--- config.mk ---
export PLATFORM = sky130hd
export DESIGN_NAME = bc_level_ctrl
export DESIGN_NICKNAME = d
export VERILOG_FILES = /design/src/rtl/bc_level_ctrl_pkg.sv /design/src/rtl/bc_box_counter.sv /design/src/rtl/bc_level_ctrl.sv
export SDC_FILE = /design/constraint.sdc
export NUM_CORES = 1
export LEC_CHECK = 0
export ABC_CLOCK_PERIOD_IN_PS = 2700
export CAP_MARGIN = 30
export CORE_UTILIZATION = 48
export DETAILED_ROUTE_END_ITERATION = 8
export GPL_TIMING_DRIVEN = 0
export PLACE_DENSITY = 0.87
export SETUP_SLACK_MARGIN = 0.5
export SLEW_MARGIN = 20
export SYNTH_ARGS = -nofsm -noshare
export SYNTH_HDL_FRONTEND = slang
export SYNTH_SLANG_ARGS = --single-unit
--- constraint.sdc ---
create_clock -name CLK -period 2.7 [get_ports CLK]
set_input_delay 0.81 -clock CLK [delete_from_list [all_inputs] [get_ports CLK]]
set_output_delay 0.81 -clock CLK [all_outputs]
set_load 0.01 [all_outputs]
--- src/rtl/bc_level_ctrl_pkg.sv ---
// Shared types and helpers for the box-counting level sequencer.
package bc_level_ctrl_pkg;

    // Width of every level-carrying signal (level, res_level).
    localparam int LEVEL_W = 4;

    // Sequencer states: one pass is CLR -> RUN -> REPORT, repeated per level.
    typedef enum logic [2:0] {
        ST_IDLE   = 3'd0,
        ST_CLR    = 3'd1,
        ST_RUN    = 3'd2,
        ST_REPORT = 3'd3,
        ST_DONE   = 3'd4
    } state_t;

    // Last RUN cycle index for a level: a 2^L x 2^L grid is swept in 4^L cycles.
    function automatic logic [31:0] run_last_cycle(input logic [LEVEL_W-1:0] lvl);
        return (32'd1 << {lvl, 1'b0}) - 32'd1;
    endfunction

endpackage

--- src/rtl/bc_box_counter.sv ---
// Per-level cycle counter, RUN terminal-count detect and saturating
// counter of non-zero boxes written by the square generator.
module bc_box_counter
    import bc_level_ctrl_pkg::*;
#(
    parameter int MAX_IDX = 3,
    parameter int CNT_W   = 2*MAX_IDX-1
) (
    input  logic               CLK,
    input  logic               RST_N,
    input  logic               clr,
    input  logic               run,
    input  logic [LEVEL_W-1:0] level,
    input  logic               wen,
    input  logic [7:0]         y,
    output logic [CNT_W-1:0]   count,
    output logic               last
);

    localparam int CYC_W = 2*MAX_IDX;

    logic [CYC_W-1:0] cyc_reg;
    logic [CNT_W-1:0] count_reg;

    // The final RUN cycle still samples wen; the sequencer leaves RUN after it.
    assign last  = run && (32'(cyc_reg) == run_last_cycle(level));
    assign count = count_reg;

    // Cycle and box counters: cleared per pass, advance only while running.
    always_ff @(posedge CLK) begin
        if (!RST_N) begin
            cyc_reg   <= '0;
            count_reg <= '0;
        end else if (clr) begin
            cyc_reg   <= '0;
            count_reg <= '0;
        end else if (run) begin
            cyc_reg <= cyc_reg + CYC_W'(1);
            if (wen && (y != 8'd0) && (count_reg != '1)) begin
                count_reg <= count_reg + CNT_W'(1);
            end
        end
    end

endmodule

--- src/rtl/bc_level_ctrl.sv ---
// Level sequencer: runs the 2x2 square generator once per box level from
// MAX_IDX down to 1, ping-ponging memory banks and reporting one
// non-zero box count per level over a valid/ready handshake.
module bc_level_ctrl
    import bc_level_ctrl_pkg::*;
#(
    parameter int MAX_IDX = 3,
    parameter int CNT_W   = 2*MAX_IDX-1
) (
    input  logic               CLK,
    input  logic               RST_N,
    input  logic               start,
    output logic               busy,
    output logic               sqg_clr,
    input  logic               sqg_wen,
    input  logic [7:0]         sqg_y,
    output logic [LEVEL_W-1:0] level,
    output logic               rd_bank,
    output logic               wr_bank,
    output logic               res_valid,
    input  logic               res_ready,
    output logic [LEVEL_W-1:0] res_level,
    output logic [CNT_W-1:0]   res_count,
    output logic               done
);

    localparam logic [LEVEL_W-1:0] TOP_LEVEL = LEVEL_W'(MAX_IDX);
    localparam logic [LEVEL_W-1:0] LAST_LEVEL = LEVEL_W'(1);

    state_t             state_reg;
    state_t             state_next;
    logic [LEVEL_W-1:0] level_reg;
    logic               rd_bank_reg;
    logic               busy_reg;
    logic               busy_next;
    logic               res_valid_reg;
    logic               res_valid_next;
    logic [LEVEL_W-1:0] res_level_reg;
    logic               done_reg;
    logic               done_next;
    logic               run_last;
    logic               handshake;
    logic [CNT_W-1:0]   box_count;

    assign handshake = res_valid_reg && res_ready;

    bc_box_counter #(
        .MAX_IDX (MAX_IDX),
        .CNT_W   (CNT_W)
    ) u_box_counter (
        .CLK   (CLK),
        .RST_N (RST_N),
        .clr   (state_reg == ST_CLR),
        .run   (state_reg == ST_RUN),
        .level (level_reg),
        .wen   (sqg_wen),
        .y     (sqg_y),
        .count (box_count),
        .last  (run_last)
    );

    // State register.
    always_ff @(posedge CLK) begin
        if (!RST_N) begin
            state_reg <= ST_IDLE;
        end else begin
            state_reg <= state_next;
        end
    end

    // Next-state decode; a start outside IDLE is simply dropped.
    always_comb begin
        state_next = state_reg;
        case (state_reg)
            ST_IDLE:   if (start) state_next = ST_CLR;
            ST_CLR:    state_next = ST_RUN;
            ST_RUN:    if (run_last) state_next = ST_REPORT;
            ST_REPORT: begin
                if (handshake) begin
                    state_next = (level_reg == LAST_LEVEL) ? ST_DONE : ST_CLR;
                end
            end
            ST_DONE:   state_next = ST_IDLE;
            default:   state_next = ST_IDLE;
        endcase
    end

    // Output decode: generator clear follows the current state, the rest
    // is computed from the next state and registered below.
    always_comb begin
        sqg_clr        = (state_reg != ST_RUN);
        busy_next      = (state_next != ST_IDLE);
        res_valid_next = (state_next == ST_REPORT);
        done_next      = (state_next == ST_DONE);
    end

    // Registered outputs, level and bank selection.
    always_ff @(posedge CLK) begin
        if (!RST_N) begin
            busy_reg      <= 1'b0;
            res_valid_reg <= 1'b0;
            done_reg      <= 1'b0;
            res_level_reg <= '0;
            level_reg     <= TOP_LEVEL;
            rd_bank_reg   <= 1'b0;
        end else begin
            busy_reg      <= busy_next;
            res_valid_reg <= res_valid_next;
            done_reg      <= done_next;
            if ((state_reg == ST_RUN) && run_last) begin
                res_level_reg <= level_reg;
            end
            if ((state_reg == ST_IDLE) && start) begin
                level_reg   <= TOP_LEVEL;
                rd_bank_reg <= 1'b0;
            end else if ((state_reg == ST_REPORT) && handshake && (level_reg != LAST_LEVEL)) begin
                level_reg   <= level_reg - LEVEL_W'(1);
                rd_bank_reg <= ~rd_bank_reg;
            end
        end
    end

    // The box counter only moves during RUN, so it already holds the
    // result stable for the whole REPORT phase.
    assign busy      = busy_reg;
    assign res_valid = res_valid_reg;
    assign done      = done_reg;
    assign res_level = res_level_reg;
    assign res_count = box_count;
    assign level     = level_reg;
    assign rd_bank   = rd_bank_reg;
    assign wr_bank   = ~rd_bank_reg;

endmodule
# [Word level (Yosys, flattened, before mapping)]
# Cells that the tools add are included.
[word_totals] wordCells=45 output_inout_bits=19 regBits=26 in_bits=13
[op_classes] eq_ne=10 bitwise=2 shift=1 n_reduce_logical=14 add_sub_neg=4 n_mux=5
[op_table] cell="equality test 6 x 32 -> 1 bit" n=1
[op_table] cell="<< shifter 1 x 5 -> 32 bit, first input constant" n=1
[op_table] cell="subtractor 32 x 1 -> 32 bit, second input constant" n=1
[op_table] cell="2-to-1 mux 3 bit" n=4
[op_table] cell="one-hot mux 3 bit (4 select lines)" n=1
[op_table] cell="equality test 3 x 2 -> 1 bit, second input constant" n=3
[op_table] cell="logical AND 1 bit" n=8
[op_table] cell="nonzero test 8 bit" n=1
[op_table] cell="adder 6 x 1 -> 6 bit, second input constant" n=1
[op_table] cell="adder 5 x 1 -> 5 bit, second input constant" n=1
[op_table] cell="inequality test 5 bit, second input constant" n=1
[op_table] cell="equality test 4 x 1 -> 1 bit, second input constant" n=1
[op_table] cell="inequality test 4 x 1 -> 1 bit, second input constant" n=1
[op_table] cell="OR reduction 2 bit" n=2
[op_table] cell="subtractor 4 x 1 -> 4 bit, second input constant" n=1
[op_table] cell="equality test 3 x 1 -> 1 bit, second input constant" n=1
[op_table] cell="equality test 3 bit, second input constant" n=1
[op_table] cell="zero test 3 bit" n=1
[op_table] cell="inequality test 3 x 2 -> 1 bit, second input constant" n=1
[op_table] cell="nonzero test 3 bit" n=1
[op_table] cell="inverter 1 bit" n=2
[op_table] cell="AND reduction 2 bit" n=1

# [Longest topological paths before layout]
[logic_depth] depth_word=7 ltp_mapped=9 mapped_depth_nobuf=9

# [Cells and area by module]
# Synthesis repeated with hierarchy kept, for this count alone.
[hier_totals] cells_unflattened=142 hier_area_um2=1395.1
[modules_own_cells] module="bc_box_counter" area_per_inst_um2=699.4 cells_each=75 seq_area_each_um2=220.2 instances=1
[modules_own_cells] module="bc_level_ctrl" area_per_inst_um2=695.7 cells_each=67 seq_area_each_um2=300.3 instances=1

# [Worst setup path after synthesis]
# No wires, ideal clock.
[synth_timing] kind="flip-flop to flip-flop" startpoint="reg level_reg[0] (netlist: level[0])" endpoint="reg res_level_reg[2] (netlist: res_level[2])" arrival_time_ns=2.341 path_stages_with_launch=9 synth_period_minus_slack_ns=2.457 required_time_ns=2.585 setup_time_ns=0.115 path_buffers=0 path_slack_ns=0.243 cell_sequence="dfxtp_1 > ha_1 > nor3b_1 > inv_1 > ha_1 > xor2_1 > nand4_1 > a2111o_1 > and3_1"
[synth_via] elab_chain_len=5
[synth_lines] item="start, declared" line_no="bc_level_ctrl.sv:32" text="logic [LEVEL_W-1:0] level_reg;"
[synth_lines] item="start signal, assigned" line_no="bc_level_ctrl.sv:117" text="level_reg <= level_reg - LEVEL_W'(1);"
[synth_lines] item="<< shifter 1 x 5 -> 32 bit" line_no="bc_level_ctrl_pkg.sv:18" text="return (32'd1 << {lvl, 1'b0}) - 32'd1;"
[synth_lines] item="subtractor 32 x 1 -> 32 bit" line_no="bc_level_ctrl_pkg.sv:18"
[synth_lines] item="equality test 6 x 32 -> 1 bit" line_no="bc_box_counter.sv:26" text="assign last = run && (32'(cyc_reg) == run_last_cycle(level));"
[synth_lines] item="logical AND 1 bit" line_no="bc_box_counter.sv:26"
[synth_lines] item="logical AND 1 bit" line_no="bc_level_ctrl.sv:110" text="if ((state_reg == ST_RUN) && run_last) begin"
[synth_lines] item="end signal, assigned" line_no="bc_level_ctrl.sv:111" text="res_level_reg <= level_reg;"
[synth_lines] item="end, declared" line_no="bc_level_ctrl.sv:38" text="logic [LEVEL_W-1:0] res_level_reg;"
# Every way passes these cells.
# A chain may end at the register's enable or synchronous reset.

# [Worst setup path in the final report]
[layout_timing] startpoint="reg state_reg[2]" endpoint="out sqg_clr"
[layout_via] elab_chain_len=1
[layout_lines] item="start, declared" line_no="bc_level_ctrl.sv:30" text="state_t state_reg;"
[layout_lines] item="start signal, assigned" line_no="bc_level_ctrl.sv:67" text="state_reg <= state_next;"
[layout_lines] item="inequality test 3 x 2 -> 1 bit" line_no="bc_level_ctrl.sv:91" text="sqg_clr = (state_reg != ST_RUN);"
[layout_lines] item="end, declared" line_no="bc_level_ctrl.sv:14" text="output logic sqg_clr,"
# Every way passes these cells.

==> summary.txt <==
Dpl ws = 0.07808 ns
Worst setup margin = 0.4663 ns
Compound-Gate Fraction of Synth Area = 9.858%
Ant diodes = 0
Number of flip-flops in the largest register = 6
CTS Sinks = 26
Initial antenna violation count = 0
Simple-gate portion of the synthesized area = 23.98%
Slew Limit Fails = 0
Row count = 18
Synth area leader = dfxtp_1
Post-synthesis register bit count = 26
Root buf cell = clkbuf_4
DR vias = 1206
Layout Nets = 208
Total global routing overflow = 0
Leak = 0.7011 nW
Final Hold Vio Count = 0
VDD IR-drop max = 0.5094 mV
Final clock skew = 0.008857 ns
R2r startpoint = level[1]
Initial DRT Pass Iterations = 4
Post-synth top area share = 39.43%
Worst r2r path cells = 9
Multiplexer area fraction after synthesis = 5.308%
Number of flops mapped to enable cells by yosys = 0
Avg Inst Size Synth = 9.296 sq um
Pin count of the biggest net entering global routing = 16
Post-Synth XOR/XNOR Area = 8.626%
Setup TNS = 0 ns
# fillers = 173
First-pass GRT wire length = 5278 microns
Drt drc = 0
Mapped Cells = 142
Critical-path cell list = buf_6 -> nor3b_4 -> inv_2 -> dlygate4sd2_1
Max-cap viol count = 0
Required @ worst endpoint = 1.89 ns
CP endpoint kind = primary output
Area contributors post-synth = dfxtp_1 (39%), ha_1 (8.5%), mux2i_1 (5.3%), xnor2_1 (5.3%), nor2_1 (4.8%)
Power density over cell area = 387.7 nW/um^2
Die height = 54.44 microns
Post-synthesis adder-cell area fraction = 8.531%
Worst-Margin Slew = 0.5594 ns
CP Launch Type = flip-flop
I/O pin count = 32
I/O Buffers = 30
CTS tree = done
Worst Path Arrival = 1.42 ns
CTS H-Tree Depth = 1
Post-synth top flop = dfxtp_1
Initial Util = 51.87%
Fmax = 447.7 MHz
Tcrit/Tclk final = 82.73%
Register area share after synthesis = 39.43%
Vias in the first global route = 1212
Max-slew headroom = 62.71%
DIE AREA = 2964 sq um
Worst skew pair latency = 0.33 ns
Status = finished clean
Worst path buffer plus inverter count = 3
Via density = 5.609
Crit path launch = state_reg[2]
Final WL = 3413 microns
Final setup violation count = 0
Cts hold-fix bufs = 0
Worst hold path depth = 2
CP max stage delay = 0.35 ns
Ys Warns = 0
Top-count cell post-synth = dfxtp_1
Die W = 54.44 microns
Core footprint = 2545 sq um
Layout cells sized above 1 = 20.54%
Gpl congestion = 0.7651
Post-detail-place hpwl = 2237 microns
Final min period = 2.234 ns
Largest family of logic cells by synthesized area = simple AND/OR/NAND/NOR gates
Area grow syn2layout = 43.60%
Hold Crit Class = flip-flop to flip-flop
Maximum root-to-sink buffer count = 2
Mapped Area = 1320 sq um
GRT Resource Usage Total = 25.57%
RSZ-0062 raised after global routing = true
Top delay family on crit path = buffers and inverters
Highest-delay cell along the critical path = dfxtp_1
Worst Hold Endpoint = res_level[0]
Critical path type = flip-flop to primary output
Initial DRC count = 25
WL/cell = 15.87 microns
Hold path start = res_level[0]
CTS buffer count = 3
RR Endpoint = res_level[3]
DRT antenna net count = 0
Reg clk slew, reported paths = 0.13 ns
Top post-synthesis cells by count = dfxtp_1 (26), nor2_1 (17), nand2_1 (11)
Async set-reset flop share out of synthesis = 0%
Netlist cell types = 35
Reg-to-reg slack, setup = 0.54 ns
Worst-path fanout max = 9
Synthesized Nets = 164
[cell usage in the layout (no fill, tap or decap), types with 5 or more instances in the layout]
| cell | count |
|---|---|
| nor4_1 | 5 |
| clkdlybuf4s50_1 | 27 |
| a21oi_1 | 5 |
| buf_4 | 9 |
| dfxtp_1 | 21 |
| mux2i_1 | 7 |
| nor2_1 | 17 |
| and3_1 | 5 |
| ha_1 | 6 |
| nand2_1 | 11 |
| xnor2_1 | 7 |
| inv_1 | 5 |
[report_power, final]
group | switching, mW | internal [mW]
clock | 0.120 | 0.150
combinational | 0.0329 | 0.0359
sequential | 0.00846 | 0.387
[what timing repair did]
item | CTS | global route
buffers inserted | 7 | 2
resized for setup | 20 | 7
endpoints found under the setup margin | 11 | 13
pin swaps | 7 | 4
[final cells by class]
cell class | count | area (sq um) | share of cell area [%]
Timing Repair Buffer | 39 | 371.6 | 19.60
Sequential cell | 26 | 536.8 | 28.32
Multi-Input combinational cell | 103 | 835.8 | 44.09
Clock buffer | 3 | 22.52 | 1.188
Clock inverter | 1 | 30.03 | 1.584
Buffer | 3 | 18.77 | 0.9901
Tap cell | 30 | 37.54 | 1.980
Inverter | 10 | 42.54 | 2.244
[worst max-delay path by stage]
stage | slack, ns | endpoint | cells after the start
finish | 0.47 | sqg_clr | 4
global route | 0.40 | sqg_clr | 4
CTS | 0.47 | sqg_clr | 4
detailed placement | 0.08 | level[1] | 5
global placement | 0.16 | level[1] | 5
floorplan | 0.49 | res_level[2] | 9
[worst reg2reg max path, cell delays in order (launching register included)]
cell and delay, ns:
dfxtp_4 0.38, inv_6 0.07, ha_4 0.12, nor3b_4 0.22
inv_2 0.10, ha_4 0.28, xor2_2 0.13, nand4_1 0.19
a2111o_1 0.42, and3_1 0.18
[routing by layer]
layer / part of all wire, % / vias to the layer above / GRT usage [%]
met5: 0 / - / 0
met4: 2.5 / 0 / 15.38
met3: 5.5 / 8 / 3.889
met2: 55 / 50 / 48.17
met1: 37 / 571 / 26.06
li1: - / 577 / -
[cells by family after synthesis]
logic type | Yosys count
buf+inv | 13
simple gates | 59
xor+xnor | 13
fa+ha+maj | 9
compound gates | 15
flops | 26
mux | 7
[stage by stage]
stage	utilization, %	std cells	total power [mW]	hold slack [ns]	area, sq um
after floorplan	-	142	0.4398	0.4696	1338
after global placement	65.83	202	0.4701	0.4412	1675
after detailed placement	65.83	202	0.4738	0.4645	1675
after CTS	73.06	213	0.7427	0.4832	1859
after global routing	74.48	215	0.7606	0.5161	1896
final	74.48	215	0.7349	0.4824	1896
Note: power is estimated with default switching activity, not from simulation.
